==> config.mk <==
export PLATFORM = sky130hd
export DESIGN_NAME = seq_alu
export DESIGN_NICKNAME = d
export VERILOG_FILES = /design/src/rtl/seq_alu.sv
export SDC_FILE = /design/constraint.sdc
export NUM_CORES = 1
export LEC_CHECK = 0
export ABC_AREA = 1
export CAP_MARGIN = 20
export CORE_UTILIZATION = 41
export CTS_CLUSTER_DIAMETER = 200
export CTS_CLUSTER_SIZE = 28
export DETAILED_ROUTE_END_ITERATION = 16
export GPL_ROUTABILITY_DRIVEN = 1
export GPL_TIMING_DRIVEN = 0
export PLACE_DENSITY = 0.59
export SYNTH_ARGS = -nofsm -noshare
export SYNTH_HDL_FRONTEND = slang
export SYNTH_SLANG_ARGS = --single-unit
export TNS_END_PERCENT = 50
==> constraint.sdc <==
create_clock -name clk -period 3.2 [get_ports clk]
set_input_delay 0.64 -clock clk [delete_from_list [all_inputs] [get_ports clk]]
set_output_delay 0.64 -clock clk [all_outputs]
set_load 0.02 [all_outputs]
==> src/rtl/seq_alu.sv <==
// Multi-cycle ALU: single-cycle ops finish in 1 cycle, MUL (shift-add) and DIV/MOD (restoring) in WIDTH+1.
// Valid/ready on both sides; Result and flags hold in DONE until OutReady, so a stalled consumer never loses data.
module seq_alu #(
   parameter int WIDTH = 19,
   parameter int OPW   = 5
) (
   input  logic             clk,
   input  logic             rst,
   input  logic             InValid,
   output logic             InReady,
   input  logic [WIDTH-1:0] A,
   input  logic [WIDTH-1:0] B,
   input  logic [OPW-1:0]   ALUControl,
   output logic             OutValid,
   input  logic             OutReady,
   output logic [WIDTH-1:0] Result,
   output logic             Negative,
   output logic             Zero,
   output logic             DivByZero,
   output logic             IllegalOp
);
   localparam int SW = $clog2(WIDTH);

   localparam logic [1:0] S_IDLE = 2'd0;
   localparam logic [1:0] S_MUL  = 2'd1;
   localparam logic [1:0] S_DIV  = 2'd2;
   localparam logic [1:0] S_DONE = 2'd3;

   localparam logic [OPW-1:0] OP_ADD = OPW'(0);
   localparam logic [OPW-1:0] OP_SUB = OPW'(1);
   localparam logic [OPW-1:0] OP_MUL = OPW'(2);
   localparam logic [OPW-1:0] OP_DIV = OPW'(3);
   localparam logic [OPW-1:0] OP_INC = OPW'(4);
   localparam logic [OPW-1:0] OP_DEC = OPW'(5);
   localparam logic [OPW-1:0] OP_AND = OPW'(6);
   localparam logic [OPW-1:0] OP_OR  = OPW'(7);
   localparam logic [OPW-1:0] OP_XOR = OPW'(8);
   localparam logic [OPW-1:0] OP_NOT = OPW'(9);
   localparam logic [OPW-1:0] OP_MOD = OPW'(13);
   localparam logic [OPW-1:0] OP_SHL = OPW'(14);
   localparam logic [OPW-1:0] OP_SHR = OPW'(15);

   logic [1:0]       state;
   logic [SW-1:0]    cnt;
   logic [WIDTH-1:0] a_q, b_q, acc, quo;
   logic             is_mod;

   logic [SW-1:0]    sh_amt;
   logic             sh_big;
   logic [WIDTH-1:0] fast_res;
   logic             fast_ill, is_mul, is_dm, dz_now;
   logic [WIDTH-1:0] mul_next, rem_next, quo_next;
   logic [WIDTH:0]   trial, diff;
   logic             ge;

   always_comb begin
      sh_amt   = B[SW-1:0];
      sh_big   = 32'(sh_amt) >= WIDTH;
      fast_res = '0;
      fast_ill = 1'b0;
      case (ALUControl)
         OP_ADD: fast_res = A + B;
         OP_SUB: fast_res = A - B;
         OP_INC: fast_res = A + WIDTH'(1);
         OP_DEC: fast_res = A - WIDTH'(1);
         OP_AND: fast_res = A & B;
         OP_OR:  fast_res = A | B;
         OP_XOR: fast_res = A ^ B;
         OP_NOT: fast_res = ~A;
         OP_SHL: fast_res = sh_big ? '0 : A << sh_amt;
         OP_SHR: fast_res = sh_big ? '0 : A >> sh_amt;
         // long ops produce their result later; the divide-by-zero bypass returns 0
         OP_MUL, OP_DIV, OP_MOD: fast_res = '0;
         default: fast_ill = 1'b1;
      endcase
      is_mul = ALUControl == OP_MUL;
      is_dm  = (ALUControl == OP_DIV) || (ALUControl == OP_MOD);
      dz_now = is_dm && (B == '0);
   end

   // MSB-first shift-add and restoring divide; the borrow bit of diff decides each quotient bit
   always_comb begin
      mul_next = {acc[WIDTH-2:0], 1'b0} + (b_q[cnt] ? a_q : '0);
      trial    = {acc, a_q[cnt]};
      diff     = trial - {1'b0, b_q};
      ge       = ~diff[WIDTH];
      rem_next = ge ? diff[WIDTH-1:0] : trial[WIDTH-1:0];
      quo_next = {quo[WIDTH-2:0], ge};
   end

   always_ff @(posedge clk) begin
      if (rst) begin
         state     <= S_IDLE;
         cnt       <= '0;
         a_q       <= '0;
         b_q       <= '0;
         acc       <= '0;
         quo       <= '0;
         is_mod    <= 1'b0;
         Result    <= '0;
         DivByZero <= 1'b0;
         IllegalOp <= 1'b0;
      end else begin
         case (state)
            S_IDLE: if (InValid) begin
               a_q       <= A;
               b_q       <= B;
               is_mod    <= ALUControl == OP_MOD;
               acc       <= '0;
               quo       <= '0;
               cnt       <= SW'(WIDTH - 1);
               DivByZero <= dz_now;
               IllegalOp <= fast_ill;
               if (is_mul) begin
                  state <= S_MUL;
               end else if (is_dm && !dz_now) begin
                  state <= S_DIV;
               end else begin
                  state  <= S_DONE;
                  Result <= fast_res;
               end
            end
            S_MUL: begin
               acc <= mul_next;
               cnt <= cnt - 1'b1;
               if (cnt == '0) begin
                  state  <= S_DONE;
                  Result <= mul_next;
               end
            end
            S_DIV: begin
               acc <= rem_next;
               quo <= quo_next;
               cnt <= cnt - 1'b1;
               if (cnt == '0) begin
                  state  <= S_DONE;
                  Result <= is_mod ? rem_next : quo_next;
               end
            end
            S_DONE: if (OutReady) state <= S_IDLE;
            default: state <= S_IDLE;
         endcase
      end
   end

   assign InReady  = state == S_IDLE;
   assign OutValid = state == S_DONE;
   assign Negative = Result[WIDTH-1];
   assign Zero     = Result == '0;

endmodule

# Word-level counts from Yosys, hierarchy flattened

Cells that the tools add are included.

$add $sub $neg: 7
Magnitude comparators: 2
Eq/ne operators: 22
Shift-type cells: 2
Multiplexer cells: 28
Bitwise operators: 5
Reduce and logical (&&, ||, !) cells: 20

Operators by type and width:

| cell                                               | number |
|---|---|
| two-way mux 19 bit                                 | 11 |
| case mux 19 bit (10 select lines)                  | 1 |
| case mux 19 bit (3 select lines)                   | 2 |
| adder 19 bit                                       | 2 |
| zero test 19 bit                                   | 2 |
| case mux 18 bit (2 select lines)                   | 1 |
| == test 5 x 4 -> 1 bit, second input constant      | 5 |
| == test 5 x 3 -> 1 bit, second input constant      | 4 |
| subtractor 20 x 19 -> 20 bit                       | 1 |
| adder 19 x 1 -> 19 bit, second input constant      | 1 |
| bitwise AND 19 bit                                 | 1 |
| NOT 19 bit                                         | 1 |
| OR 19 bit                                          | 1 |
| << shifter 19 x 5 -> 19 bit                        | 1 |
| right shift 19 x 5 -> 19 bit                       | 1 |
| subtractor 19 x 1 -> 19 bit, second input constant | 1 |
| subtractor 19 bit                                  | 1 |
| bitwise XOR 19 bit                                 | 1 |
| OR reduction 13 bit                                | 1 |
| binary-select mux 1 bit (select 5 bit)             | 2 |
| == test 5 x 2 -> 1 bit, second input constant      | 2 |
| zero test 5 bit                                    | 2 |
| inequality test 2 bit, second input constant       | 5 |
| case mux 5 bit (2 select lines)                    | 1 |
| other kinds (22)                                   | 35 |

Bits in registers: 104
Output and inout bits: 25

# Longest topological paths before layout

Gate-level depths: netlist of the first run.

Word-level depth: 9
Mapped depth: 29

# Worst setup path before layout of the first run

No wires, ideal clock.

Path kind: input-to-reg
From: input port B[1]
To: register Result[18]
Setup time: 0.118 ns
Data arrival time: 3.282 ns
Required time: 3.082 ns
Setup slack: -0.200 ns
Stages: 21
Cells stage by stage: inv_2 > buf_1 > ha_1 > inv_1 > nor4_4 > nand2_1 > xor2_1 > nand2_1 > nand2_1 > ha_1 > nand2_1 > nor2_1 > nand2_1 > nor3b_1 > nor2_1 > inv_1 > nand3_1 > nand3_1 > nand2_1 > a21oi_1 > a21oi_1

Word-level cells in the longest chain between the ends: 7
Elaborated cells between the ends (all ways): 18

Ends and longest elaborated chain:

| element                                                                   | line | RTL |
|---|---|---|
| start, declared                                                           | 12   | `input logic [WIDTH-1:0] B,` |
| parallel branches: the longest is 7 deep, another holds subtractor 19 bit | n/a  |  |
| end signal, assigned                                                      | 120  | `Result <= fast_res;` |
| end signal, assigned                                                      | 128  | `Result <= mul_next;` |
| end signal, assigned                                                      | 137  | `Result <= is_mod ? rem_next : quo_next;` |
| end, declared                                                             | 16   | `output logic [WIDTH-1:0] Result,` |

Several ways; the timed one is not identified. The select of a mux whose other input is x is not followed.
A chain may end at the register's enable or synchronous reset.

# Worst setup path after layout of the first run

From: input port A[11]
To: register Result[9]

Word-level cells in the longest chain between the ends: 7
Elaborated cells between the ends (all ways): 9

Ends and longest elaborated chain:

| element                                                                     | line   | RTL |
|---|---|---|
| start, declared                                                             | 11     | `input logic [WIDTH-1:0] A,` |
| right shift 19 x 5 -> 19 bit or << shifter 19 x 5 -> 19 bit (tied branches) | 71, 70 |  |
| two-way mux 19 bit (on tied branches)                                       | 71, 70 |  |
| case mux 19 bit (10 select lines) *                                         | 61     | `case (ALUControl)` |
| two-way mux 19 bit *                                                        | 116    | `end else if (is_dm && !dz_now) begin` |
| two-way mux 19 bit *                                                        | 114    | `if (is_mul) begin` |
| two-way mux 19 bit *                                                        | 105    | `S_IDLE: if (InValid) begin` |
| case mux 19 bit (3 select lines) *                                          | 104    | `case (state)` |

Every way passes the cells marked *; elsewhere a longest branch is shown, timed or not. The select of a mux whose other input is x is not followed.

==> results of run 1 <==
## final cells by class
type,instances,area (um^2)
diodes,1,2.50
plain buffers,84,539
clock buffers,11,253
clock inverters,5,67.6
fillers,3043,13200
inverters,265,1020
multi-input cells,1639,9910
flip-flops and latches,104,2090
well taps,384,480
repair buffers,135,1180
## path summary, 6_finish.rpt
check | start | to | slack, ns | depth (start not counted)
min | b_q[0] | b_q[0] | 0.50 | 2
max | A[11] | Result[9] | -0.13 | 11
min reg2reg | b_q[0] | b_q[0] | 0.50 | 2
max reg2reg | cnt[0] | Result[16] | -0.07 | 23
## critical path, delay by kind of cell
kind	cells	cell delay [ns]
compound gates	5	1.27
buf+inv	2	1.04
simple gates	3	0.36
mux	1	0.29
## logic make-up (layout without fill, tap and decap cells)
family / Yosys count / in the layout / synth area share, %
compound gates: 533 / 533 / 24.0
fa+ha+maj: 106 / 106 / 11.2
xor+xnor: 19 / 19 / 1.39
flops: 104 / 104 / 17.3
other cells: 0 / 1 / 0
simple gates: 976 / 976 / 34.0
mux: 5 / 5 / 0.417
buf+inv: 350 / 500 / 11.6
## placed cells by master, fill, tap and decap left out, types with 8 or more instances in the layout
master,synthesis,routed
sky130_fd_sc_hd__clkbuf_1,51,42
sky130_fd_sc_hd__inv_2,5,10
sky130_fd_sc_hd__nand2_4,0,10
sky130_fd_sc_hd__o21ai_2,0,24
sky130_fd_sc_hd__a21oi_2,1,45
sky130_fd_sc_hd__nand4_1,20,20
sky130_fd_sc_hd__o211ai_1,9,9
sky130_fd_sc_hd__dfxtp_1,104,101
sky130_fd_sc_hd__nand2_1,620,563
sky130_fd_sc_hd__buf_4,2,66
sky130_fd_sc_hd__a21oi_1,229,179
sky130_fd_sc_hd__nor2_1,148,114
sky130_fd_sc_hd__nand3_2,3,31
sky130_fd_sc_hd__buf_6,7,10
sky130_fd_sc_hd__ha_4,0,22
sky130_fd_sc_hd__nor2_2,3,22
sky130_fd_sc_hd__inv_1,252,241
sky130_fd_sc_hd__nand3b_1,10,10
sky130_fd_sc_hd__nor2_4,2,17
sky130_fd_sc_hd__ha_1,103,77
sky130_fd_sc_hd__xor2_1,14,10
sky130_fd_sc_hd__nand2_2,5,52
sky130_fd_sc_hd__o22ai_1,21,21
sky130_fd_sc_hd__nor3_1,12,11
sky130_fd_sc_hd__buf_8,0,9
sky130_fd_sc_hd__o2111ai_1,9,9
sky130_fd_sc_hd__buf_2,17,16
sky130_fd_sc_hd__a221oi_1,8,8
sky130_fd_sc_hd__o21a_1,9,9
sky130_fd_sc_hd__clkbuf_16,0,10
sky130_fd_sc_hd__clkdlybuf4s50_1,0,48
sky130_fd_sc_hd__nand3_1,133,103
sky130_fd_sc_hd__o21ai_1,31,42
sky130_fd_sc_hd__o21ai_0,184,143
## timing repair
| action | in CTS | in global routing |
|---|---|---|
| pin swaps | 74 | 94 |
| buffers inserted | 46 | 18 |
| gates resized for setup | 276 | 198 |
| cloned | 1 | 1 |
| hold endpoints to repair | 0 | 0 |
| setup endpoints to repair | 39 | 38 |
## registers in the layout (all words and copies together), names as in the netlist
name	flops
DivByZero	1
IllegalOp	1
Result	19
a_q	19
acc	19
b_q	19
cnt	5
is_mod	1
quo	18
state	2
## routing by layer
metal  up-vias  part of all wire, %  wire (um)  track usage (%)
li1       7213                    -          -                -
met1      7064                   38      21400             42.6
met2       677                   47      26600             62.2
met3       209                  6.9       3840             4.22
met4         0                  7.4       4140             23.9
met5         -                    0          0                0
## synth_stat cells (6+ instances only)
library cell                count
sky130_fd_sc_hd__a211oi_1       6
sky130_fd_sc_hd__a21oi_1      229
sky130_fd_sc_hd__a221oi_1       8
sky130_fd_sc_hd__buf_1          8
sky130_fd_sc_hd__buf_2         17
sky130_fd_sc_hd__buf_6          7
sky130_fd_sc_hd__clkbuf_1      51
sky130_fd_sc_hd__clkinv_1       8
sky130_fd_sc_hd__dfxtp_1      104
sky130_fd_sc_hd__ha_1         103
sky130_fd_sc_hd__inv_1        252
sky130_fd_sc_hd__nand2_1      620
sky130_fd_sc_hd__nand3_1      133
sky130_fd_sc_hd__nand3b_1      10
sky130_fd_sc_hd__nand4_1       20
sky130_fd_sc_hd__nor2_1       148
sky130_fd_sc_hd__nor3_1        12
sky130_fd_sc_hd__o2111ai_1      9
sky130_fd_sc_hd__o211ai_1       9
sky130_fd_sc_hd__o21a_1         9
sky130_fd_sc_hd__o21ai_0      184
sky130_fd_sc_hd__o21ai_1       31
sky130_fd_sc_hd__o21bai_1      10
sky130_fd_sc_hd__o22ai_1       21
sky130_fd_sc_hd__or2_2          6
sky130_fd_sc_hd__xor2_1        14
## metrics by stage
stage               utilization, %  cells  TNS, ns
finish                        54.0   2628   -0.782
global route                  54.0   2627    -3.90
CTS                           50.6   2609   -0.556
detailed placement            46.0   2546   -37.59
global placement              46.0   2546   -38.74
floorplan                        -   2093   -0.125
## power breakdown
group | internal, mW | switching (mW)
logic | 2.36 | 4.21
clock network | 0.664 | 0.544
registers | 1.60 | 0.224
total | 4.63 | 4.97
==> results.txt, run 1 <==
The final reports fail on negative setup slack. Summed over all instances, the cell type with the most area after synthesis is sky130_fd_sc_hd__nand2_1. The total CTS buffers came out at 9. The maximum single-stage delay on the critical path is 0.75 ns. The horizontal die dimension is 173 um. The number of nets in the final layout came out at ~2400. The total detailed-routing wirelength came out at 56.0 mm. The total number of yosys warnings came out at 0.

Dividing the detail-routed wire length by the instance count gives 21.3 um. The cell area after synthesis came out at about 12000 um^2. The worst slack after detailed placement came out at -1.92 ns.

The minimum clock period came out at approximately 3.3 ns. The HPWL after detailed placement is 44.2 mm. The maximum frequency from static timing analysis is 300 MHz. The total of flip-flops plus latches after synthesis came out at 104.

The path class of the tightest hold or removal check is register to register. The detailed router finished its first iteration with approximately 1300 violations. The cell that appears most often on the critical path is sky130_fd_sc_hd__o21ai_0. The number of slew-limit violations in the final report is 0. The layout overhead on the synthesized area is 29.4%.

STA classifies the critical path startpoint as an input port. The peak ir drop on the vdd network came out at 0.320 mV. The die span in y came out at 173 um. Counting flops with a built-in enable in the synthesized netlist gives 0. The endpoint required time on the critical path is 3.46 ns. The clock latency on the worst-skew pair is 0.37 ns.

In this run the static leakage power is 6.90 nW. The largest individual stage delay along the critical path comes from the cell sky130_fd_sc_hd__clkdlybuf4s50_1. The predominant post-synthesis flop cell is sky130_fd_sc_hd__dfxtp_1. In this run the tool buffered the top-level ports with 69 buffer cells. The area share of the leading cell type in the synthesized netlist came out at 19.4%. The count of unresolved DRC violations after routing is 0. The die outline area came out at approximately 30000 um^2. For this run the aggregate overflow at the end of global routing stands at 0. The via density per instance is 5.77. The number of hold violations in the final report is 0. The cell area reported after detailed placement came out at between 10000 and 15000 um^2. The worst pin sits at a relative slew slack of 46.2%. The measured slew at the worst slew-check pin is 0.805 ns. By area the synthesized netlist is led by sky130_fd_sc_hd__nand2_1, sky130_fd_sc_hd__dfxtp_1, sky130_fd_sc_hd__ha_1, sky130_fd_sc_hd__a21oi_1, sky130_fd_sc_hd__inv_1. After clock tree synthesis, the flow added hold-fix buffers numbering 0. Setup repair after global routing could not meet its margin everywhere.

Cells with a size suffix above 1 make up 18.9% of the layout. The number of iterations in the first detailed-routing pass is 6. Across the routed clock network, the largest skew measured is 0.0189 ns.

The register area share after synthesis is 17.3%. On the final layout, the worst hold slack is 0.496 ns. The clock tree buffer depth came out at 2.

In this run the power density over the cells is 618 nW/um^2. In this run the count of I/O pins placed on the die edge is 72. The count of nets left with antenna violations once routing finished came out at 0.

The effective utilization at floorplan came out at a little over two fifths. The via count of the first global-routing pass came out at 14100. The sum of internal, switching and leakage power came out at 9.61 mW.

The critical path in this run is classified as input port to register. The initial antenna violation count is 0. The average instance in the mapped netlist occupies 5.74 um^2. The H-tree generated during clock tree synthesis spans 3 levels. The cell sitting at the root of the clock tree is a sky130_fd_sc_hd__clkbuf_16. Clock-pin slew was measured on the worst setup and hold paths at ~0.080 ns. Along the worst path, the maximum fanout reaches 6.

TritonCTS built the clock tree. The site row count is 62. The first global-routing pass estimated 82.1 mm of wire. The number of vias after detailed routing is 15200. The run finished, with violations left. The number of max-cap violations is 0. Setup violations remaining at the end of the flow were counted as 15. The data arrival time of the worst path is 3.59 ns. The final weighted congestion of routability-driven global placement came out at 1.01.

The finished cells cover about 16000 um^2. The floorplan core area is 28800 um^2. The number of distinct library cell variants in the gate-level netlist after synthesis came out at 49. The final worst-path setup slack came out at -0.131 ns. Traced cell by cell, the critical path runs through clkdlybuf4s50_1 > inv_1 > o21ai_0 > mux2i_1 > nand2_1 > o21ai_0 > nor2_1 > o21ai_0 > nand3_2 > a21oi_2 > a21oi_1.

The cell count after synthesis came out at 2093. The global-route usage over all layers came out at 36.2%. The fraction of registers with async set or reset after synthesis came out at 0%. The final period utilization came out at 104%. The maximum number of pins on one net before global-route repair is 19.

The number of sinks driven by the clock tree came out at 104. The type of element capturing the critical path is a register. The net count of the mapped netlist is ~2200.
(Power assumes the default switching activity.)
==> run 2, diff against run 1 <==
--- a/config.mk
+++ b/config.mk
@@ -6,6 +6,7 @@
 export NUM_CORES = 1
 export LEC_CHECK = 0
 export ABC_AREA = 1
+export ABC_CLOCK_PERIOD_IN_PS = 3200
 export CAP_MARGIN = 20
 export CORE_UTILIZATION = 41
 export CTS_CLUSTER_DIAMETER = 200
@@ -13,7 +14,7 @@
 export DETAILED_ROUTE_END_ITERATION = 16
 export GPL_ROUTABILITY_DRIVEN = 1
 export GPL_TIMING_DRIVEN = 0
-export PLACE_DENSITY = 0.59
+export PLACE_DENSITY = 0.61
 export SYNTH_ARGS = -nofsm -noshare
 export SYNTH_HDL_FRONTEND = slang
 export SYNTH_SLANG_ARGS = --single-unit
==> run 2 against run 1 <==
Compared with the run above:
- setup slack better by 0.053 ns
- clock-buffer cell count is 1 higher
- via count is 0.72% lower
- clock skew is 0.0076 ns lower
- the run still ends with negative setup slack left
- cell count is 0.15% lower
- sequential cell count stayed put
- non-clock buffer count is 4 lower
- sequential share of layout area is 0.14 points higher
==> results.txt, run 2 (synthesized netlist as in run 1, its figures left out) <==
Result of the run: finished with violations (unchanged). The via count of the first global-routing pass is 13800 (was 14100). The number of instances on the worst hold path is 2 (unchanged).

The endpoint required time on the critical path was 3.47 ns (was 3.46 ns). The startpoint type of the worst setup path is a register (was input port). The die outline area is 30000 um^2 (unchanged).

The number of vias after detailed routing came out at 15100 (was 15200). The number of max-cap violations came out at 0 (unchanged). The floorplan core area was 28800 um^2 (unchanged).

The final weighted congestion of routability-driven global placement is 0.992 (was 1.01). The site row count came out at 62 (unchanged). The number of hold violations in the final report is 0 (unchanged). The total detailed-routing wirelength came out at 55.7 mm (was 56.0 mm). The areal power density over the cells is 606 nW/um^2 (was 618 nW/um^2). The post-route core utilization is 53.5% (was 54.0%). The type of the worst min-delay path is register to register (unchanged). The global-route usage over all layers came out at 35.9% (was 36.2%). The final worst-path setup slack came to -0.0784 ns (was -0.131 ns). The clock transition at the registers of the reported paths came out at 0.07 ns (was 0.08 ns). The clock tree buffer depth came out at 2 (unchanged). The final antenna diode count was 0 (was 1).

The detailed-route wire length per cell came out at 21.2 um (was 21.3 um). The number of buffers inserted for hold repair after clock tree synthesis is 0 (unchanged). The ratio of cells with drive above 1 in the final layout is 18.6% (was 18.9%). The measured slew at the worst slew-check pin is 0.922 ns (was 0.805 ns). The minimum clock period was 3.28 ns (was 3.33 ns). The initial antenna violation count came out at 0 (unchanged).

The horizontal die dimension is 173 um (unchanged). RSZ-0062 raised after global routing: yes (unchanged). The standby leakage power is 6.88 nW (was 6.90 nW). The final-report setup violation count was 8 (was 15). The number of cells on the worst reg-to-reg path is 27 (was 23). The maximum fanout encountered on the critical timing path came out at 5 (was 6). The number of nets in the final layout is 2388 (was 2391). The number of DRC violations after detailed-routing iteration 0 came to 1356 (was 1269).

The remaining antenna violation count was 0 (unchanged). The count of unresolved DRC violations after routing was 0 (unchanged). The root cell of the clock tree is sky130_fd_sc_hd__clkbuf_16 (unchanged).

The clock skew is 0.0114 ns (was 0.0189 ns). The number of sinks driven by the clock tree was 104 (unchanged). The number of levels the H-tree was split into came out at 3 (unchanged).

The HPWL after detailed placement is 44.2 mm (about the same). The type of element capturing the critical path was a register (unchanged). The layout overhead on the synthesized area is 28.2% (was 29.4%). The maximum number of pins on one net before global-route repair is 17 (was 19). The leftover overflow at the end of global routing is 0 (unchanged).

The clock tree from TritonCTS was done (unchanged). The data arrival time of the worst path came out at 3.54 ns (was 3.59 ns). The most common library cell in the layout ignoring fill and taps is sky130_fd_sc_hd__nand2_1 (unchanged). The worst slack after detailed placement came out at -2.00 ns (was -1.92 ns).

Most frequent cells in the layout: sky130_fd_sc_hd__nand2_1, sky130_fd_sc_hd__inv_1, sky130_fd_sc_hd__a21oi_1 (unchanged). The worst max-slew margin expressed relative to the limit came out at 38.6% (was 46.2%). The number of iterations in the first detailed-routing pass is 5 (was 6).

The maximum frequency from static timing analysis came out at 305 MHz (was 300 MHz). The worst setup path category is register to register (was input port to register). The peak ir drop on the vdd network is 0.349 mV (was 0.320 mV). The via density per instance came out at 5.74 (was 5.77).

The final period utilization is 102% (was 104%). The total CTS buffers came out at 9 (unchanged). The effective utilization at floorplan came out at 41.7% (unchanged).

The number of I/O pins came out at 72 (unchanged). The quantity of I/O buffers inserted on ports is 69 (unchanged). Violations in the final reports: negative setup slack (unchanged). The die span in y came out at 173 um (unchanged). The global-route wire length before repair came out at 81.7 mm (was 82.1 mm). The clock latency on the worst-skew pair is 0.37 ns (about the same). The number of slew-limit violations in the final report is 0 (unchanged).
-- run 2: cell types whose count changed in the layout (fill, tap and decap cells not counted), moves of 4 or more --
cell                              before  now
sky130_fd_sc_hd__buf_6                10   17
sky130_fd_sc_hd__buf_8                 9    3
sky130_fd_sc_hd__ha_4                 22   16
sky130_fd_sc_hd__o21ai_2              24   18
sky130_fd_sc_hd__buf_4                66   61
sky130_fd_sc_hd__ha_1                 77   82
sky130_fd_sc_hd__nand2_2              52   57
sky130_fd_sc_hd__nand3_1             103   98
sky130_fd_sc_hd__clkdlybuf4s15_2       5    1
sky130_fd_sc_hd__inv_2                10   14
sky130_fd_sc_hd__nand2_1             563  559
sky130_fd_sc_hd__nand3_4               2    6
-- run 2: stage by stage --
stage	power [mW]	TNS, ns	area (um^2)	instances	hold WS (ns)
6_report	9.33	-0.309	15400	2624	0.507
5_1_grt	9.96	-2.65	15400	2624	0.514
4_1_cts	8.69	-0.428	14500	2609	0.485
3_5_place_dp	7.00	-38.98	13200	2546	0.474
3_3_place_gp	6.97	-38.81	13200	2546	0.477
2_1_floorplan	5.26	-0.125	12100	2093	0.441
-- run 2: final timing paths --
| check | start | endpoint | slack (ns) |
|---|---|---|---|
| hold / removal | a_q[8] | a_q[8] | 0.51 |
| setup / recovery | cnt[0] | Result[17] | -0.08 |
| setup reg to reg | cnt[0] | Result[17] | -0.08 |
| hold reg to reg | a_q[8] | a_q[8] | 0.51 |
-- run 2: area by class of cell --
class,instances,area [um^2]
timing repair inverter,1,7.51
inverter,265,1020
buffer,82,498
clock inverter,4,51.3
timing repair buffer,133,1180
sequential,104,2090
tap,384,480
fill,3011,13400
clock buffer,12,246
multi-input combinational,1639,9830
-- run 2: timing repair --
action,CTS,global route
hold endpoints to repair,0,0
buffers inserted,44,17
pin swaps,63,86
cloned,4,0
setup endpoints to repair,38,34
resized for setup,262,221
-- run 2: power breakdown --
part,switching [mW],total [mW],internal [mW]
combinational,4.11,6.32,2.21
sequential,0.258,1.87,1.61
clock,0.520,1.15,0.631
-- run 2: worst max-delay path: stages (launching register included) --
cell and delay (ns):
sky130_fd_sc_hd__dfxtp_4 0.40, sky130_fd_sc_hd__inv_6 0.05, sky130_fd_sc_hd__buf_6 0.13, sky130_fd_sc_hd__nand2_2 0.05, sky130_fd_sc_hd__nand3_2 0.06, sky130_fd_sc_hd__nand2_2 0.08
sky130_fd_sc_hd__nand2_2 0.05, sky130_fd_sc_hd__nand2_2 0.06, sky130_fd_sc_hd__inv_2 0.03, sky130_fd_sc_hd__nand2_2 0.06, sky130_fd_sc_hd__nand2_2 0.06, sky130_fd_sc_hd__nand2_4 0.08
sky130_fd_sc_hd__inv_4 0.05, sky130_fd_sc_hd__buf_6 0.13, sky130_fd_sc_hd__nor2_4 0.10, sky130_fd_sc_hd__ha_4 0.16, sky130_fd_sc_hd__inv_4 0.04, sky130_fd_sc_hd__fa_2 0.37
sky130_fd_sc_hd__o21ai_4 0.22, sky130_fd_sc_hd__a21oi_4 0.09, sky130_fd_sc_hd__o21ai_4 0.23, sky130_fd_sc_hd__nand3_2 0.10, sky130_fd_sc_hd__nand2_2 0.10, sky130_fd_sc_hd__a21oi_2 0.06
sky130_fd_sc_hd__o21ai_2 0.12, sky130_fd_sc_hd__nand2_2 0.13, sky130_fd_sc_hd__nand2_2 0.11, sky130_fd_sc_hd__a21oi_2 0.06
-- run 2: routing by layer --
layer / up-vias / GRT usage [%] / routed length [um]
met3: 194 / 2.90 / 3230
met4: 0 / 26.2 / 4700
met5: - / 0 / 0
met2: 670 / 61.3 / 26000
met1: 7009 / 42.4 / 21800
li1: 7181 / - / -
==> run 3, diff against run 2 <==
--- a/config.mk
+++ b/config.mk
@@ -6,15 +6,15 @@
 export NUM_CORES = 1
 export LEC_CHECK = 0
 export ABC_AREA = 1
-export ABC_CLOCK_PERIOD_IN_PS = 3200
+export ABC_CLOCK_PERIOD_IN_PS = 3500
 export CAP_MARGIN = 20
 export CORE_UTILIZATION = 41
-export CTS_CLUSTER_DIAMETER = 200
+export CTS_CLUSTER_DIAMETER = 100
 export CTS_CLUSTER_SIZE = 28
 export DETAILED_ROUTE_END_ITERATION = 16
 export GPL_ROUTABILITY_DRIVEN = 1
 export GPL_TIMING_DRIVEN = 0
-export PLACE_DENSITY = 0.61
+export PLACE_DENSITY = 0.59
 export SYNTH_ARGS = -nofsm -noshare
 export SYNTH_HDL_FRONTEND = slang
 export SYNTH_SLANG_ARGS = --single-unit
==> constraint.sdc (replaced) <==
create_clock -name clk -period 3.5 [get_ports clk]
set_input_delay 0.7 -clock clk [delete_from_list [all_inputs] [get_ports clk]]
set_output_delay 0.7 -clock clk [all_outputs]
set_load 0.02 [all_outputs]
==> run 3 against run 2 <==
Compared with the run above:
- the flow now finishes without violations
- worst hold slack worse by 0.018 ns
- sequential cell count unchanged
- setup slack better by 0.17 ns
- utilization down 2.8 points
- non-clock buffer count down 19
- clock skew down 0.0017 ns
- combinational power down 17%
- clock power down 13%
- critical endpoint is now Result[6]
==> results.txt, run 3 (synthesized netlist as in run 1, its figures left out) <==
The final weighted congestion of routability-driven global placement came out at 1.03 (was 0.992). The startpoint type of the worst setup path was an input port (was register). The total internal power came to 3.73 mW (was 4.45 mW).

The floorplan core area came to 28800 um^2 (unchanged). The power share of the clock group is 12.5% (was 12.3%). The data arrival time of the worst path came out at 3.66 ns (was 3.54 ns).

The die outline area was 30000 um^2 (unchanged). The total CTS buffers is 9 (unchanged). The clock tree buffer depth is 2 (unchanged).

The quantity of I/O buffers inserted on ports came out at 69 (unchanged). The measured slew at the worst slew-check pin came to 0.926 ns (was 0.922 ns). The maximum single-stage delay on the critical path is 0.29 ns (was 0.40 ns).

The number of vias after detailed routing came out at 14900 (was 15100). The sequential fraction of design power is 21.2% (was 20.0%). The accumulated negative setup slack came to 0 ns (was -0.309 ns). The initial antenna violation count came out at 0 (unchanged).

The via density per instance came to 5.73 (was 5.74). The ratio of cells with drive above 1 in the final layout is 13.3% (was 18.6%). The count of unresolved DRC violations after routing came to 0 (unchanged).

The peak-usage layer in the global routing report was met2 (unchanged). The maximum frequency from static timing analysis is about 290 MHz. The die span in y is 173 um (unchanged). The clock tree from TritonCTS is done (unchanged). The total detailed-routing wirelength was 55.8 mm (was 55.7 mm). The HPWL after detailed placement is 45.0 mm (was 44.2 mm). The global routing usage on met1 is 42.4% (about the same). The clock latency on the worst-skew pair came out at 0.36 ns (was 0.37 ns).

The worst setup path category was input port to register (was register to register). Walking the worst path, the cells encountered are clkbuf_4 > nor2_4 > nand2_4 > buf_12 > nor2_4 > buf_8 > o21ai_0 > o21ai_1 > ha_4 > nand2_1 > nand3_2 > a21oi_2 > inv_2 > or2_2 > nand3_1 > o211ai_1 > nor2_2 > nor2_1 > nor2_1 > a21oi_1. The met3 layer usage reported by global route was 3.52% (was 2.90%). The buffers plus inverters on the worst setup path is 4 (was 6). The number of levels the H-tree was split into was 3 (unchanged).

The switching share of power is 53.1% (was 52.4%). The final-report setup violation count is 0 (was 8). Subtracting the final worst setup slack from the clock period gives approximately 3.4 ns.

The remaining antenna violation count is 0 (unchanged). The global-route usage over all layers came to 36.2% (was 35.9%). Result of the run: finished, final reports clean (was finished with violations).

The part of the total power dissipated in combinational logic was 66.3% (was 67.7%). The number of nets in the final layout came out at 2368 (was 2388). The clock transition at the registers of the reported paths is 0.08 ns (was 0.07 ns). The root cell of the clock tree is sky130_fd_sc_hd__clkbuf_16 (unchanged). The critical hold path startpoint is a_q[4] (was a_q[8]).

The detailed-route wire length per cell was 21.4 um (was 21.2 um). The clock skew came to 0.00972 ns (was 0.0114 ns). The number of DRC violations after detailed-routing iteration 0 was 1357 (was 1356).

The via count of the first global-routing pass is 13900 (was 13800). The post-route core utilization is 50.8% (was 53.5%). The type of the worst min-delay path is register to register (unchanged). The switching power of the nets came to 4.22 mW (was 4.89 mW). The maximum number of pins on one net before global-route repair came out at 19 (was 17).

The met2 track utilization from global routing came out at 63.2% (was 61.3%). The number of max-cap violations is 0 (unchanged). The number of I/O pins is 72 (unchanged). The final-layout fill cell count came out at 3086 (was 3011). The site row count came out at 62 (unchanged). The areal power density over the cells is 544 nW/um^2 (was 606 nW/um^2).

Most frequent cells in the layout: sky130_fd_sc_hd__nand2_1, sky130_fd_sc_hd__inv_1, sky130_fd_sc_hd__a21oi_1 (unchanged). The type of element capturing the critical path was a register (unchanged). The layout overhead on the synthesized area came to 21.6% (was 28.2%).

The number of sinks driven by the clock tree is 104 (unchanged). The maximum fanout encountered on the critical timing path came out at 10 (was 5). The endpoint required time on the critical path is 3.75 ns (was 3.47 ns). The most common library cell in the layout ignoring fill and taps is sky130_fd_sc_hd__nand2_1 (unchanged). Of the available clock period, the critical path in the final layout requires 97.5%. The cell family with the largest share of critical-path delay is simple AND/OR/NAND/NOR gates (unchanged). The worst max-slew margin expressed relative to the limit is 37.6% (was 38.6%). The highest-delay cell along the critical path is sky130_fd_sc_hd__nor2_2 (was sky130_fd_sc_hd__dfxtp_4). The effective utilization at floorplan is 41.7% (unchanged). The horizontal die dimension came out at 173 um (unchanged). The final hold slack was 0.489 ns (was 0.507 ns).

The peak ir drop on the vdd network was 0.266 mV (was 0.349 mV). The global-route wire length before repair is 82.3 mm (was 81.7 mm). The leftover overflow at the end of global routing was 0 (unchanged). The number of hold violations in the final report is 0 (unchanged). The launch point of the worst path is ALUControl[4] (was cnt[0]). The number of slew-limit violations in the final report is 0 (unchanged). The standby leakage power is 6.72 nW (was 6.88 nW). The final antenna diode count was 0 (unchanged). The launch point of the worst reg-to-reg path is cnt[2] (was cnt[0]). The number of iterations in the first detailed-routing pass was 6 (was 5).
## run 3: cell types whose count changed in the layout (fill, tap and decap cells not counted), moves of 13 or more
cell and delta:
sky130_fd_sc_hd__nand2_2 -31, sky130_fd_sc_hd__o21ai_0 +13, sky130_fd_sc_hd__a21oi_2 -20, sky130_fd_sc_hd__a21oi_1 +24
sky130_fd_sc_hd__buf_4 -13, sky130_fd_sc_hd__nand2_1 +35
## run 3: worst register-to-register path: stages (launching register included)
cell,delay (ns)
sky130_fd_sc_hd__dfxtp_2,0.41
sky130_fd_sc_hd__inv_1,0.15
sky130_fd_sc_hd__nor2_2,0.18
sky130_fd_sc_hd__nand2_1,0.08
sky130_fd_sc_hd__nand2_1,0.05
sky130_fd_sc_hd__inv_1,0.04
sky130_fd_sc_hd__nand2_1,0.08
sky130_fd_sc_hd__nand2_2,0.07
sky130_fd_sc_hd__nand2_4,0.09
sky130_fd_sc_hd__inv_4,0.06
sky130_fd_sc_hd__buf_6,0.14
sky130_fd_sc_hd__nor2_4,0.10
sky130_fd_sc_hd__ha_4,0.15
sky130_fd_sc_hd__inv_2,0.05
sky130_fd_sc_hd__fa_2,0.42
sky130_fd_sc_hd__o21ai_4,0.21
sky130_fd_sc_hd__a21oi_4,0.09
sky130_fd_sc_hd__o21ai_4,0.20
sky130_fd_sc_hd__nand3_1,0.10
sky130_fd_sc_hd__nand2_1,0.12
sky130_fd_sc_hd__a21oi_1,0.09
sky130_fd_sc_hd__o21ai_2,0.12
sky130_fd_sc_hd__nand2_2,0.11
sky130_fd_sc_hd__nand2_2,0.09
sky130_fd_sc_hd__a21oi_1,0.06
## run 3: what timing repair did
item | in CTS | in global routing
gates resized for setup | 180 | 158
buffers inserted | 22 | 24
hold buffers | 0 | 0
pin swaps | 35 | 70
setup endpoints to repair | 34 | 28
## run 3: metal layers
layer / part of all wire [%] / routed length (um)
met5: 0 / 0
met4: 6.8 / 3810
met3: 5.7 / 3210
met2: 48 / 26800
met1: 39 / 22100
## run 3: power by group through the flow
stage               Sequential, mW  Clock, mW  Combinational (mW)
finish                        1.68      0.996                5.27
global route                  1.71       1.05                5.74
CTS                           1.67       1.01                4.90
detailed placement            1.68          0                4.71
global placement              1.69          0                4.69
floorplan                     1.76          0                3.05
## run 3: through the flow
| stage | power [mW] | setup slack, ns | instance area (um^2) | instances |
|---|---|---|---|---|
| 6_report | 7.95 | 0.0886 | 14600 | 2604 |
| 5_1_grt | 8.50 | -0.0225 | 14600 | 2604 |
| 4_1_cts | 7.58 | 0.00136 | 14000 | 2583 |
| 3_5_place_dp | 6.40 | -2.46 | 13200 | 2546 |
| 3_3_place_gp | 6.38 | -2.43 | 13200 | 2546 |
| 2_1_floorplan | 4.81 | 0.0399 | 12000 | 2093 |
## run 3: cell type report
cell class	instances	area [um^2]	area share [%]
Clock inverter	6	53.8	0.368
Sequential cell	104	2090	14.3
Timing Repair Buffer	114	990	6.78
Multi-Input combinational cell	1639	9240	63.3
Inverter	265	1020	6.96
Tap cell	384	480	3.29
Clock buffer	10	229	1.57
Buffer	82	507	3.47
## run 3: path summary, 6_finish.rpt
kind,end,slack [ns],cells after the start
min,a_q[4],0.49,2
min reg2reg,a_q[4],0.49,2
max reg2reg,Result[17],0.15,24
max,Result[6],0.09,20
==> RTL edit 1: new RTL, config.mk and constraints of run 2 <==
The parameter `WIDTH` goes from 19 to 15.
--- a/src/rtl/seq_alu.sv
+++ b/src/rtl/seq_alu.sv
@@ -1,7 +1,7 @@
 // Multi-cycle ALU: single-cycle ops finish in 1 cycle, MUL (shift-add) and DIV/MOD (restoring) in WIDTH+1.
 // Valid/ready on both sides; Result and flags hold in DONE until OutReady, so a stalled consumer never loses data.
 module seq_alu #(
-   parameter int WIDTH = 19,
+   parameter int WIDTH = 15,
    parameter int OPW   = 5
 ) (
    input  logic             clk,
Ports: changed (resized A, B and Result); port bits go from 72 to 60. The function was not compared with the original's and may differ.
==> RTL edit 1 against run 2 <==
  * Area after synthesis shrank 23%
  * Sequential cell count shrank 21
  * First-iteration DRC count fell by 13%
  * Register-to-register slack better by 0.21 ns
  * Power shrank 22%
  * Clock skew grew 0.0015 ns
  * Hold slack got worse by 0.018 ns
  * Wire length decreased by 30%
  * Critical path type is now input port to flop
  * Setup slack improved by 0.10 ns
  * Final area down 25%
  * Largest cell class unchanged
==> RTL edit 1: results (changes against run 2) <==
- Family with the most delay on the worst path: compound AO/OA/AOI/OAI gates (was simple AND/OR/NAND/NOR gates)
- Worst path slowest cell: dlygate4sd2_1 (was dfxtp_4)
- Metal3 WL: 3547 µm (was 3233 µm)
- Ys Warns: 0 (unchanged)
- Vias in the first global route: 10070 (was 13770)
- GR Util met2: 0.5068 (was 0.6131)
- Post-CTS Resized: 152 (was 262)
- #FFs+latches synth: 83 (was 104)
- Post-CTS setup buffers: 22 (was 44)
- Hold Crit Class: flop to flop (unchanged)
- Relative slew slack: 0.4484 (was 0.3856)
- CP Max Fanout: 10 (was 5)
- First-pass GRT wire length: 59280 µm (was 81740 µm)
- Combinational share of power: 0.649 (was 0.677)
- Metal2 WL: 16410 µm (was 25980 µm)
- Compound-Gate Fraction of Synth Area: 0.2509 (was 0.2399)
- Internal Pwr Total: 3.542 mW (was 4.446 mW)
- CP max stage delay: 0.34 ns (was 0.40 ns)
- Pin count of the biggest net entering global routing: 20 (was 17)
- Mux share of post-synthesis cell area: 0.003255 (was 0.004167)
- GRT Total Usage: 0.3339 (was 0.3594)
- Clock share of power: 0.149 (was 0.123)
- DRT Wirelength: 39210 µm (was 55730 µm)
- Synth cell count leaders: 407 x nand2_1, 184 x inv_1, 166 x o21ai_0 (was 620 x nand2_1, 252 x inv_1, 229 x a21oi_1)
- P_leak: 5.115 nW (was 6.882 nW)
- Setup Skew: 0.01293 ns (was 0.01138 ns)
- Met1 WL: 18120 µm (was 21820 µm)
- Initial antenna violation count: 0 (unchanged)
- Fin nets: 1796 (was 2388)
- Net Count, Synth: 1695 (was 2246)
- Post-DP HPWL: 31290 µm (was 44180 µm)
- Layout cells sized above 1: 0.1658 (was 0.1862)
- Max IR drop VDD: 0.6148 mV (was 0.3488 mV)
- Top cells by area, synth: dfxtp_1 18%, nand2_1 17%, ha_1 11% (was nand2_1 19%, dfxtp_1 17%, ha_1 11%)
- Post-DP Area: 10180 µm² (was 13230 µm²)
- Final GP Congestion: 1.013 (was 0.9917)
- Worst EP arrival: 3.41 ns (was 3.54 ns)
- GR Util met1: 0.4862 (was 0.4245)
- DR iter-0 viols: 1182 (was 1356)
- Netlist cell types: 53 (was 49)
- Sequential element share of the synthesized area: 0.1801 (was 0.1733)
- Met3 usage in global routing: 0.04535 (was 0.02902)
- Synthesized-area fraction occupied by adder cells: 0.1177 (was 0.1123)
- XOR/XNOR Fraction of Synth Area: 0.01519 (was 0.01385)
- Status: complete, no violations (was complete, but fails checks)
- # port buffers: 58 (was 69)
- Reg-to-reg slack, setup: 0.13 ns (was -0.08 ns)
- Avg Vias per Cell: 5.701 (was 5.737)
- Worst-skew pair later-pin latency: 0.35 ns (was 0.37 ns)
-- RTL edit 1: worst register-to-register path: stages, from the launching register on --
cell and delay [ns]:
dfxtp_2 0.33, buf_6 0.14, inv_6 0.06, buf_8 0.14
o21ai_1 0.11, nand3_1 0.07, and2_1 0.15, a21oi_2 0.20
ha_2 0.19, inv_1 0.06, fa_2 0.44, nand3_2 0.10
nand3_2 0.07, buf_4 0.14, xnor2_1 0.21, nand2_2 0.08
o21ai_2 0.11, nand2_1 0.09, nand2_1 0.06, nand2_1 0.05
nand2_1 0.08, a21oi_1 0.06
-- RTL edit 1: stage by stage --
stage                     hold WS [ns]  total power [mW]  setup WS [ns]  utilization  cells
after floorplan                 0.4413             4.178        0.01886            -   1571
after global placement          0.4731             5.542         -1.612       0.4635   1909
after detailed placement        0.4745             5.556         -1.602       0.4635   1909
after CTS                       0.4846             6.836       -0.01425       0.5004   1944
after global routing            0.5219             7.779       -0.07889       0.5259   1957
final                           0.4883             7.282        0.02246       0.5259   1957
-- RTL edit 1: worst paths after layout --
| path | end | startpoint | cells after the start |
|---|---|---|---|
| worst min-delay path | acc[14] | acc[14] | 2 |
| worst max-delay path | Result[11] | ALUControl[2] | 18 |
| worst max register to register | Result[4] | cnt[0] | 21 |
| worst min register to register | acc[14] | acc[14] | 2 |
-- RTL edit 1: cell type report --
| class | count | area [µm²] |
|---|---|---|
| Sequential cell | 83 | 1663 |
| Buffer | 61 | 357.8 |
| Timing Repair Buffer | 96 | 854.6 |
| Clock buffer | 10 | 229.0 |
| Fill cell | 2282 | 10410 |
| Tap cell | 280 | 350.3 |
| Inverter | 193 | 750.7 |
| Clock inverter | 6 | 72.57 |
| Multi-Input combinational cell | 1228 | 7269 |
==> RTL edit 2: new RTL, settings of run 2 <==
Without the edit above. Reset style: asynchronous (`rst`), changed in one clocked block.
--- a/src/rtl/seq_alu.sv
+++ b/src/rtl/seq_alu.sv
@@ -88,7 +88,7 @@
       quo_next = {quo[WIDTH-2:0], ge};
    end
 
-   always_ff @(posedge clk) begin
+   always_ff @(posedge clk or posedge rst) begin
       if (rst) begin
          state     <= S_IDLE;
          cnt       <= '0;
Function: differs if rst is asserted again (counterexample within 4 cycles, from zero or initial values and one cycle with rst high); with rst held inactive, the same outputs for 10 cycles.
==> RTL edit 2 against run 2 <==
  * The run still ends with negative setup slack left
  * Sequential share of layout area increased by 3.5 points
  * Global-route usage fell by 0.62 points
  * Wire length is 3.8% lower
  * Synthesized cell count decreased by 6.4%
  * Setup slack lost 0.14 ns
  * Area after synthesis rose by 0.44%
  * Power rose by 26%
  * Sequential cell count did not move
  * Highest routed layer unchanged
  * Final area is 0.98% lower
  * Critical endpoint is now Result[13]
==> RTL edit 2: results (changes against run 2) <==
- Status: complete, but fails checks (unchanged)
- Failing checks: negative setup slack (unchanged)
- First-pass DRT Iterations: 6 (was 5)
- # diodes: 2 (was 0)
- Fin nets: 2270 (was 2388)
- Fill cell count: 2967 (was 3011)
- CP Max Fanout: 7 (was 5)
- HP Start: a_q[10] (was a_q[8])
- Worst path slowest cell: nor3_1 (was dfxtp_4)
- Largest area contributor in the netlist: dfrtp_1 (was nand2_1)
- Non-clk invs: 223 (was 266)
- Avg Vias per Cell: 5.761 (was 5.737)
- Final Setup Violations: 28 (was 8)
- Post-DP Area: 13450 µm² (was 13230 µm²)
- Metal2 WL: 25460 µm (was 25980 µm)
- First-pass GRT wire length: 81150 µm (was 81740 µm)
- P_leak: 7.425 nW (was 6.882 nW)
- Met3 usage in global routing: 0.03399 (was 0.02902)
- Clock-cell share of area: 0.01936 (was 0.01933)
- Syn avg cell area: 6.155 µm² (was 5.739 µm²)
- Syn Inst Count: 1960 (was 2093)
- Post-CTS setup buffers: 59 (was 44)
- Sequential element share of the synthesized area: 0.2157 (was 0.1733)
- Net Count, Synth: 2113 (was 2246)
- Placed cell count: 2417 (was 2546)
- Storage element area: 2604 µm² (was 2093 µm²)
- DR iter-0 viols: 1410 (was 1356)
- Design Area, Final: 15250 µm² (was 15400 µm²)
- Sequential cell count: 104 (unchanged)
- Setup TNS: -3.111 ns (was -0.3092 ns)
- Final Hold Slack: 0.4910 ns (was 0.5066 ns)
- Fin worst setup slack: -0.2168 ns (was -0.07836 ns)
- Initial antenna violation count: 1 (was 0)
- Setup Skew: 0.01190 ns (was 0.01138 ns)
## RTL edit 2: how the worst max path moves through the flow
stage                      start         end  depth (start not counted)
after floorplan             B[1]  Result[18]                         23
after global placement      B[2]   Result[8]                         19
after detailed placement    B[2]   Result[8]                         19
after CTS                 cnt[0]  Result[15]                         31
after global routing      cnt[0]     acc[15]                         26
final                     cnt[3]  Result[13]                         23
## RTL edit 2: worst min-delay path: stages (launching register included)
cell and delay [ns]:
dfrtp_1 0.35, nand2_1 0.05, o21ai_0 0.06
## RTL edit 2: cell families (layout without fill, tap and decap cells)
group	Yosys count	in the layout
multiplexers	7	7
buffers and inverters	295	457
flip-flops	104	104
XOR/XNOR	23	23
other	0	2
adder cells (fa/ha/maj)	106	106
AO/OA/AOI/OAI	473	473
AND/OR/NAND/NOR	952	952
## RTL edit 2: where the power goes
part / internal (mW) / switching, mW / total, mW
sequential: 1.78 / 0.441 / 2.22
combinational: 3.08 / 5.36 / 8.44
clock: 0.553 / 0.570 / 1.12
total: 5.42 / 6.37 / 11.8
